$ cat config.mk
export PLATFORM = sky130hd
export DESIGN_NAME = mux_nx1_arb
export DESIGN_NICKNAME = d
export VERILOG_FILES = /design/src/rtl/mux_nx1_arb.sv
export SDC_FILE = /design/constraint.sdc
export NUM_CORES = 1
export LEC_CHECK = 0
export ABC_CLOCK_PERIOD_IN_PS = 1800
export BUFFER_PORTS_ARGS = -buffer_cell sky130_fd_sc_hd__buf_2
export CORE_UTILIZATION = 45
export CTS_BUF_LIST = sky130_fd_sc_hd__clkbuf_16
export CTS_CLUSTER_DIAMETER = 60
export DETAILED_ROUTE_END_ITERATION = 7
export PLACE_DENSITY = 0.84
export SKIP_CTS_REPAIR_TIMING = 1
export SLEW_MARGIN = 20
export SYNTH_ARGS = -nofsm -noshare
export SYNTH_HDL_FRONTEND = slang
export SYNTH_SLANG_ARGS = --single-unit
$ cat constraint.sdc
create_clock -name clk -period 1.8 [get_ports clk]
set_input_delay 0.09 -clock clk [delete_from_list [all_inputs] [get_ports clk]]
set_output_delay 0.09 -clock clk [all_outputs]
set_load 0.02 [all_outputs]
$ cat src/rtl/mux_nx1_arb.sv
// Registered N-to-1 arbitrating multiplexer with valid/ready on every input and the output.
// Define MUX_NX1_ARB_RR_EN for round-robin arbitration; otherwise fixed lowest-index priority.
module mux_nx1_arb #(
    parameter int unsigned WIDTH  = 32,
    parameter int unsigned NUM_IN = 4,
    parameter int unsigned SEL_W  = $clog2(NUM_IN)
) (
    input  logic                    clk,
    input  logic                    reset_n,
    input  logic [NUM_IN*WIDTH-1:0] in_data,
    input  logic [NUM_IN-1:0]       in_valid,
    output logic [NUM_IN-1:0]       in_ready,
    output logic [WIDTH-1:0]        out_data,
    output logic [SEL_W-1:0]        out_sel,
    output logic                    out_valid,
    input  logic                    out_ready
);

    localparam int unsigned CW = SEL_W + 1;

    logic              out_valid_q, out_valid_d;
    logic [WIDTH-1:0]  out_data_q, out_data_d;
    logic [SEL_W-1:0]  out_sel_q, out_sel_d;

    logic              load;
    logic [SEL_W-1:0]  base;
    logic              gnt_any;
    logic [SEL_W-1:0]  gnt_idx;
    logic [CW-1:0]     cand;
    logic [NUM_IN-1:0] grant;
    logic [WIDTH-1:0]  gnt_data;

    assign load = !out_valid_q || out_ready;

`ifdef MUX_NX1_ARB_RR_EN
    logic [SEL_W-1:0] ptr_q, ptr_d;

    always_comb begin
        ptr_d = ptr_q;
        if (load && gnt_any) begin
            ptr_d = (gnt_idx == SEL_W'(NUM_IN - 1)) ? '0 : gnt_idx + SEL_W'(1);
        end
    end

    always_ff @(posedge clk or negedge reset_n) begin
        if (!reset_n) begin
            ptr_q <= '0;
        end else begin
            ptr_q <= ptr_d;
        end
    end

    assign base = ptr_q;
`else
    assign base = '0;
`endif

    // Scan upward from base; the extra bit lets base+k exceed NUM_IN before the wrap subtract.
    always_comb begin
        gnt_any = 1'b0;
        gnt_idx = '0;
        cand    = '0;
        for (int unsigned k = 0; k < NUM_IN; k++) begin
            cand = {1'b0, base} + CW'(k);
            if (cand >= CW'(NUM_IN)) begin
                cand = cand - CW'(NUM_IN);
            end
            if (!gnt_any && in_valid[cand[SEL_W-1:0]]) begin
                gnt_any = 1'b1;
                gnt_idx = cand[SEL_W-1:0];
            end
        end
    end

    always_comb begin
        grant    = '0;
        gnt_data = '0;
        for (int unsigned i = 0; i < NUM_IN; i++) begin
            grant[i] = gnt_any && (gnt_idx == SEL_W'(i));
            if (grant[i]) begin
                gnt_data = in_data[i*WIDTH +: WIDTH];
            end
        end
    end

    // Gate with reset_n so no handshake is reported while reset is held.
    assign in_ready = (load && reset_n) ? grant : '0;

    always_comb begin
        out_valid_d = out_valid_q;
        out_data_d  = out_data_q;
        out_sel_d   = out_sel_q;
        if (load) begin
            out_valid_d = gnt_any;
            if (gnt_any) begin
                out_data_d = gnt_data;
                out_sel_d  = gnt_idx;
            end
        end
    end

    always_ff @(posedge clk or negedge reset_n) begin
        if (!reset_n) begin
            out_valid_q <= 1'b0;
            out_data_q  <= '0;
            out_sel_q   <= '0;
        end else begin
            out_valid_q <= out_valid_d;
            out_data_q  <= out_data_d;
            out_sel_q   <= out_sel_d;
        end
    end

    assign out_valid = out_valid_q;
    assign out_data  = out_data_q;
    assign out_sel   = out_sel_q;

endmodule

==> impl_metrics.tcl, run 1 <==
set metrics [dict create \
    syn_area_mm2 0.002431 \
    drt_wl_total_um 7350 \
    cts.path.max_buffers 2 \
    grt_setup_unrepaired "no" \
    antenna_cells 0 \
    finClkSkew_ns 0.001415 \
    routabilityCongestion 0.8508 \
    dieArea_mm2 0.005700 \
    drive_gt1_frac 0.4815 \
    synth-seq-cells 35 \
    hold_end "out_data[8]" \
    placed_cell_area_mm2 0.003261 \
    multi_input_area_mm2 0.001225 \
    crit_fanout 15 \
    cp_common_cell "buf_2" \
    stdcell_count 529 \
    clock_latency_ns 0.26 \
    vdd_drop_max_v 0.0006096 \
    min_path_type "primary input to flip-flop" \
    grt_antenna_before_repair 0 \
    async_reset_ff_frac 1.000 \
    syn_nets 433 \
    slew_violations 0 \
    syn_inst 298 \
    cts.sinks 35 \
    fp.dieW_um 75.50 \
    grt_max_degree 63 \
    dp_hpwl_um 5591 \
    io_pins 174 \
    layout.nets 595 \
    htree_levels 2 \
    cts_buffers 5 \
    synth.avg_cell_area_um2 8.158 \
    clock.fmax_mhz 633.9 \
    drtIter0Drc 205 \
    path_class "primary input to output port" \
    min_path_cells 3 \
    power_w 0.002525 \
    worstPathCellList "dlygate4sd3_1 > buf_2 > nand2_1 > nor3b_1 > buf_2" \
    tns_ns 0 \
    r2r-end "out_data[21]" \
    rr_startpoint "out_valid" \
    die_h_um 75.50 \
    firstDrtPassIters 4 \
    cp.arrival_ns 1.49 \
    viasPerCell 5.420 \
    grt_pass1_wl_um 10950 \
    ys.flop_type "dfrtp_1" \
    cp-end-kind "output port" \
    holdCritStartpoint "in_data[104]" \
    ant_nets 0 \
    std_cell_rows 26 \
    startpoint_type "primary input" \
    final_common_cell "buf_2" \
    min_period_ns 1.578 \
    worst_pin_slew_ns 1.017 \
    io_buffers 173 \
    period_share 0.8764 \
    setup_viol 0 \
    grt_overflow 0 \
    wl_per_cell_um 13.89 \
    finish.instance_area_mm2 0.003400 \
    grt_usage 0.2517 \
    yosysSeqAreaShare 0.3603 \
    post-route-util 0.6614 \
    crit_required_ns 1.71 \
    power_density_mw_per_mm2 742.9 \
    regArea_um2 875.8 \
    fillCellCount 457 \
    rrSetupSlack_ns 0.52 \
    via_count 2867 \
    r2r_cells 4 \
    core_mm2 0.005140 \
    slew_headroom 0.3217 \
    area_growth_pct 39.84 \
    synth_edf_count 0 \
    place_inst 522 \
    ys_warn_count 0 \
    path_clk_slew_ns 0.05 \
    grt_pass1_vias 2399 \
    status "complete, no violations" \
    leakage_nw 1.678 \
    layout_common_cells "buf_2 (173), nand2_1 (62), dfrtp_1 (35)" \
    cpPeakStageDelay_ns 0.54 \
    cts_tree "yes" \
    cp_slowest_cell "dlygate4sd3_1" \
    start_util 0.4730 \
    hold_violations 0 \
    cts-root-buf "clkbuf_16" \
    drcViolationCount 0 \
    maxCapViolCount 0 \
    synth.distinct_cells 23 \
]
==> cell families after synthesis <==
| group | after synthesis | synth area share |
|---|---|---|
| flip-flops | 35 | 0.3603 |
| AO/OA/AOI/OAI | 100 | 0.3196 |
| AND/OR/NAND/NOR | 102 | 0.1755 |
| buffers and inverters | 60 | 0.1400 |
| multiplexers | 1 | 0.004632 |
==> how the worst max path moves through the flow <==
stage                   endpoint  slack [ns]        start
floorplan            out_data[0]        0.51    out_valid
global placement    out_data[20]        0.21  in_valid[0]
detailed placement  out_data[19]        0.14  in_valid[0]
CTS                  in_ready[3]        0.38  in_valid[1]
global route         in_ready[1]        0.07      reset_n
finish               in_ready[1]        0.22      reset_n
==> state kept, by name, summed over array words and instances (netlist names) <==
register,cells
out_sel,2
out_valid,1
out_data,32
==> cell type report <==
type                       instances  share of cell area
multi-input combinational        203              0.3603
timing repair buffer             186              0.2841
sequential                        35              0.2576
clock buffer                       5             0.03681
inverter                          29             0.03423
tap                               70             0.02576
clock inverter                     1            0.001104
==> stage by stage <==
step	setup slack [ns]	hold slack, ns
final	0.2224	0.07306
after global routing	0.06799	0.07528
after CTS	0.3772	-0.2810
after global placement	0.2084	0.01060
after floorplan	0.5134	-0.2056
after detailed placement	0.1367	0.006448
==> cells in the mapped netlist, types with 2 or more instances <==
cell type  number  share of area
nand2_1        62          0.096
buf_4           2         0.0062
a211oi_1       27          0.083
buf_6          12          0.056
o21ai_1         6          0.012
o21a_1          2         0.0062
inv_2          20          0.031
inv_1           3         0.0046
clkbuf_1        9          0.014
dfrtp_1        35           0.36
nor3b_1         2         0.0062
nor2_1         33          0.051
a31oi_1        32          0.082
buf_2           8          0.016
clkinv_2        6          0.012
a221o_1        32           0.13
==> power by group <==
part / internal, W / leakage (nW) / switching, W
combinational: 0.000343 / 1.22 / 0.000456
clock: 0.000491 / 0.0669 / 0.000281
sequential: 0.000896 / 0.391 / 0.0000586
==> critical path: cells and delay by family <==
family | cells | cell delay (ns)
buffers and inverters | 3 | 1.05
AND/OR/NAND/NOR | 2 | 0.34
==> layer usage <==
layer	part of all wire	routed length, µm	global-route usage
met5	0	0	0
met4	0.015	108	0.07202
met3	0.067	491	0.03704
met2	0.51	3724	0.4464
met1	0.41	3025	0.3184
No activity file was read; power rests on OpenSTA's default activity.
==> run 2: changes to the inputs <==
==> config.mk (replaced) <==
export PLATFORM = sky130hd
export DESIGN_NAME = mux_nx1_arb
export DESIGN_NICKNAME = d
export VERILOG_FILES = /design/src/rtl/mux_nx1_arb.sv
export SDC_FILE = /design/constraint.sdc
export NUM_CORES = 1
export LEC_CHECK = 0
export ABC_CLOCK_PERIOD_IN_PS = 1800
export BUFFER_PORTS_ARGS = -buffer_cell sky130_fd_sc_hd__buf_2
export CORE_UTILIZATION = 46
export CTS_BUF_LIST = sky130_fd_sc_hd__clkbuf_2
export CTS_CLUSTER_DIAMETER = 60
export DETAILED_ROUTE_END_ITERATION = 7
export PLACE_DENSITY = 0.86
export SYNTH_ARGS = -nofsm -noshare
export SYNTH_HDL_FRONTEND = slang
export SYNTH_SLANG_ARGS = --single-unit
==> run 2 against run 1 <==
Core utilization up 6.0 points. Hold slack worse by 0.054 ns. Combinational power up 11%. First-iteration DRC count unchanged. Final area up 8.4%. Sequential cell count unchanged. Total power down 13%. Count of clock-buffer cells in the layout up 1. Critical path type is now primary input to flip-flop. Critical endpoint is now out_data[17]. Highest routed layer unchanged.
==> impl_metrics.tcl, run 2 (synthesized netlist as in run 1, its figures left out) <==
set metrics [dict create \
    status "complete, no violations" \
    worst_pin_slew_ns 1.032 \
    viasPerCell 5.404 \
    tns_ns 0 \
    die_h_um 74.70 \
    cts_buffers 5 \
    cp_slowest_cell "o21a_1" \
    clock_latency_ns 0.38 \
    fillCellCount 421 \
    crit_buf_inv 2 \
    final_common_cell "buf_2" \
    layout_common_cells "buf_2 (173), nand2_1 (62), dlygate4sd3_1 (37)" \
    via_count 3080 \
    dieArea_mm2 0.005579 \
    area_growth_pct 51.62 \
    htree_levels 2 \
    io_pins 174 \
    dp_slack_ns 0.1377 \
    fp.dieW_um 74.70 \
    min_period_ns 1.684 \
    core_mm2 0.005107 \
    cts-root-buf "clkbuf_2" \
    drive_gt1_frac 0.4489 \
    cpPeakStageDelay_ns 0.81 \
    path_class "primary input to flip-flop" \
    vdd_drop_max_v 0.0002846 \
    grt_antenna_before_repair 1 \
    grt_pass1_vias 2919 \
    leakage_nw 1.802 \
    drcViolationCount 0 \
    io_buffers 173 \
    cp.arrival_ns 1.95 \
    clock.fmax_mhz 593.9 \
    routabilityCongestion 0.9098 \
    setup_viol 0 \
    std_cell_rows 26 \
    cp-end-kind "flip-flop" \
    grt_max_degree 46 \
    ant_nets 0 \
    cts.sinks 35 \
    hold_violations 0 \
    cts.path.max_buffers 2 \
    min_path_type "primary input to flip-flop" \
    startpoint_type "primary input" \
    firstDrtPassIters 4 \
    maxCapViolCount 0 \
    dp_hpwl_um 5820 \
    finClkSkew_ns 0.004337 \
    grt_setup_unrepaired "no" \
    drtIter0Drc 205 \
    crit_required_ns 2.06 \
    grt_usage 0.3156 \
    crit_family "compound AO/OA/AOI/OAI gates" \
    grt_pass1_wl_um 13200 \
    cts_setup_buffers 0 \
    slew_headroom 0.3117 \
    largest_reg_flops 32 \
    crit_fanout 27 \
    wl_per_cell_um 15.13 \
    drt_wl_total_um 8623 \
    period_share 0.9354 \
    power_density_mw_per_mm2 594.3 \
    worstPathCellList "dlygate4sd3_1 > buf_2 > o21a_1 > a221o_1 > a31oi_1" \
    cts_tree "yes" \
    start_util 0.4760 \
    slew_violations 0 \
    layout.nets 633 \
    grt_overflow 0 \
    worst_slack_ns 0.1162 \
    path_clk_slew_ns 0.18 \
]
[run 2: cell count changes in the layout (fill, tap and decap cells not counted)]
cell,delta
clkinv_1,+2
buf_4,+2
clkbuf_16,-5
clkbuf_2,+6
diode_2,+1
dlygate4sd3_1,+36
inv_1,-1
[run 2: metal layers]
metal	vias to the layer above	track usage	share of wire
met5	-	0	0
met4	0	0.1971	0.042
met3	39	0.07497	0.079
met2	192	0.5395	0.51
met1	1381	0.3555	0.37
li1	1468	-	-
[run 2: per-stage QoR]
step / hold WS (ns) / cells / util / area [µm²] / power, W
final: 0.01953 / 570 / 0.7217 / 3686 / 0.002191
after global routing: 0.0004371 / 570 / 0.7217 / 3686 / 0.002327
after CTS: 0.01292 / 569 / 0.7212 / 3684 / 0.002184
after detailed placement: 0.008801 / 524 / 0.6414 / 3276 / 0.001772
after global placement: -0.002135 / 524 / 0.6414 / 3276 / 0.001752
after floorplan: -0.2056 / 298 / - / 2431 / 0.001438
[run 2: tightest hold or removal path, stage by stage]
cell     delay, ns
buf_2         0.10
o21ai_1       0.11
a31oi_1       0.08
[run 2: path summary, 6_finish.rpt]
path                        startpoint      endpoint  cells past startpoint  slack (ns)
setup / recovery           in_valid[3]  out_data[17]                      5        0.12
setup reg to reg             out_valid  out_data[30]                      4        0.41
max in group asynchronous      reset_n  out_data[31]                      3        1.04
hold reg to reg             out_sel[0]    out_sel[0]                      1        0.53
min in group asynchronous      reset_n   out_data[5]                      2        0.15
hold / removal              in_data[2]   out_data[2]                      3        0.02
[run 2: what timing repair did]
action                                  in CTS  in global routing
gates resized for setup                      0                  0
hold buffers                                37                  0
hold endpoints to repair                    68                  0
endpoints found under the setup margin       0                  0
[run 2: power by group]
group / internal [W] / switching, W
logic: 0.000396 / 0.000487
clock network: 0.0000935 / 0.000263
registers: 0.000893 / 0.0000576
[run 2: final cells by class]
class                           instances  area, µm²  share of cell area
Tap cell                               70      87.58             0.02376
Clock buffer                            6      30.03            0.008147
Timing Repair Buffer                  224       1341              0.3639
Inverter                               29      116.4             0.03157
Clock inverter                          2      7.507            0.002037
Multi-Input combinational cell        203       1225              0.3323
Antenna cell                            1      2.502           0.0006789
Sequential cell                        35      875.8              0.2376
==> run 3: changes to the inputs <==
==> config.mk (replaced) <==
export PLATFORM = sky130hd
export DESIGN_NAME = mux_nx1_arb
export DESIGN_NICKNAME = d
export VERILOG_FILES = /design/src/rtl/mux_nx1_arb.sv
export SDC_FILE = /design/constraint.sdc
export NUM_CORES = 1
export LEC_CHECK = 0
export ABC_CLOCK_PERIOD_IN_PS = 1370
export BUFFER_PORTS_ARGS = -buffer_cell sky130_fd_sc_hd__buf_2
export CORE_UTILIZATION = 38
export CTS_BUF_LIST = sky130_fd_sc_hd__clkbuf_2
export CTS_CLUSTER_DIAMETER = 60
export DETAILED_ROUTE_END_ITERATION = 7
export PLACE_DENSITY = 0.75
export SYNTH_ARGS = -nofsm -noshare
export SYNTH_HDL_FRONTEND = slang
export SYNTH_SLANG_ARGS = --single-unit
==> constraint.sdc (replaced) <==
create_clock -name clk -period 1.37 [get_ports clk]
set_input_delay 0.0685 -clock clk [delete_from_list [all_inputs] [get_ports clk]]
set_output_delay 0.0685 -clock clk [all_outputs]
set_load 0.02 [all_outputs]
==> run 3 against run 2 <==
Worst setup slack worse by 0.11 ns. Hold slack better by 0.021 ns. Clock power is 31% higher. Critical path type is now primary input to output port. Critical endpoint is now in_ready[3].
==> impl_metrics.tcl, run 3 (synthesized netlist as in run 1, its figures left out) <==
set metrics [dict create \
    min_period_ns 1.363 \
    drtIter0Drc 115 \
    tns_ns 0 \
    crit_required_ns 1.30 \
    start_util 0.4011 \
    area_growth_pct 56.92 \
    antenna_cells 0 \
    path_clk_slew_ns 0.18 \
    clock.fmax_mhz 733.7 \
    drcViolationCount 0 \
    fillCellCount 546 \
    met3_usage 0.05000 \
    hold_violations 0 \
    holdWs_ns 0.04060 \
    cts_tree "yes" \
    finish.instance_area_mm2 0.003815 \
    leakage_nw 1.850 \
    crit_fanout 13 \
    groute.layer.met1.usage 0.2805 \
    io_buffers 173 \
    viasPerCell 5.252 \
    finClkSkew_ns 0.008922 \
    startpoint_type "primary input" \
    std_cell_rows 28 \
    period_share 0.9949 \
    layout_common_cells "buf_2 (168), nand2_1 (60), dlygate4sd3_1 (38)" \
    path_class "primary input to output port" \
    clock_latency_ns 0.37 \
    worst_pin_slew_ns 0.4418 \
    swShare 0.3638 \
    grt_overflow 0 \
    vdd_drop_max_v 0.0004357 \
    status "complete, no violations" \
    drt_wl_total_um 8337 \
    combPwrFrac 0.409 \
    grt_max_degree 40 \
    largest_reg_flops 32 \
    grt_setup_unrepaired "yes" \
    drive_gt1_frac 0.4614 \
    top_usage_layer "met2" \
    seq_power_share 0.429 \
    cts.path.max_buffers 2 \
    firstDrtPassIters 5 \
    ant_nets 0 \
    maxCapViolCount 0 \
    slew_violations 0 \
    pwr-share-clk 0.162 \
    switchingPower_w 0.001056 \
    grt_pass1_wl_um 12450 \
    cts_buffers 5 \
    layout.nets 639 \
    worst_slack_ns 0.006982 \
    min_path_type "primary input to flip-flop" \
    core_mm2 0.006061 \
    p_int_w 0.001846 \
    dieArea_mm2 0.006722 \
    placed_cell_area_mm2 0.003322 \
    htree_levels 2 \
    dp_hpwl_um 5907 \
    final_common_cell "buf_2" \
    cp.arrival_ns 1.29 \
    slew_headroom 0.7030 \
    setup_viol 0 \
    io_pins 174 \
    die_h_um 81.99 \
    routabilityCongestion 0.8418 \
    power_density_mw_per_mm2 760.5 \
    wl_per_cell_um 14.37 \
    via_count 3046 \
    grt_antenna_before_repair 0 \
    grt_util_met2 0.4298 \
    grt_pass1_vias 2756 \
    fp.dieW_um 81.99 \
    cts-root-buf "clkbuf_2" \
    grt_usage 0.2434 \
    dp_slack_ns 0.03123 \
    cp-end-kind "output port" \
    cts.sinks 35 \
]
[run 3: cell count changes in the layout (fill, tap and decap cells not counted), sizes merged]
cell / change
dlymetal6s4s: +1
buf: +4
dlygate4sd3: +1
diode: -1
[run 3: metal layers]
metal | up-vias | routed length (µm)
met5 | - | 0
met4 | 0 | 235
met3 | 22 | 528
met2 | 140 | 4227
met1 | 1399 | 3344
li1 | 1485 | -
[run 3: critical path, cell delays in order]
cell           delay [ns]
dlygate4sd3_1        0.55
buf_2                0.15
buf_4                0.21
and3_4               0.20
buf_6                0.11
[run 3: per-stage QoR]
step / instances / utilization / power [W]
floorplan: 298 / - / 0.001889
global placement: 531 / 0.5481 / 0.002325
detailed placement: 531 / 0.5481 / 0.002343
CTS: 579 / 0.6239 / 0.002903
global route: 580 / 0.6294 / 0.003098
finish: 580 / 0.6294 / 0.002901
[run 3: final cells by class]
cell class,count,area [µm²],area share
clock buffers,6,30.03,0.007871
clock inverters,2,7.507,0.001968
inverters,29,116.4,0.03050
multi-input cells,203,1245,0.3263
flip-flops and latches,35,875.8,0.2296
well taps,75,93.84,0.02460
repair buffers,230,1446,0.3791
[run 3: final timing paths]
path	slack [ns]	cells after the start	from	endpoint
max in group asynchronous	0.84	3	reset_n	out_data[15]
worst max register to register	0.08	5	out_valid	out_data[21]
worst min register to register	0.51	1	out_sel[1]	out_sel[1]
worst max-delay path	0.007	5	reset_n	in_ready[3]
min in group asynchronous	0.23	3	reset_n	out_sel[1]
worst min-delay path	0.04	4	in_data[27]	out_data[27]
[run 3: power by group through the flow]
| stage | registers [W] | clock network (W) | logic, W |
|---|---|---|---|
| 5_1_grt | 0.00127 | 0.000540 | 0.00129 |
| 4_1_cts | 0.00125 | 0.000490 | 0.00117 |
| 3_5_place_dp | 0.00127 | 0 | 0.00107 |
| 3_3_place_gp | 0.00126 | 0 | 0.00106 |
| 2_1_floorplan | 0.00144 | 0 | 0.000446 |
| 6_report | 0.00125 | 0.000469 | 0.00119 |
[run 3: timing repair]
action	4_1_cts	5_1_grt
setup buffers	2	0
setup endpoints to repair	4	17
hold buffers	38	1
endpoints found under the hold margin	68	1
pin swaps	4	4
resized for setup	8	6
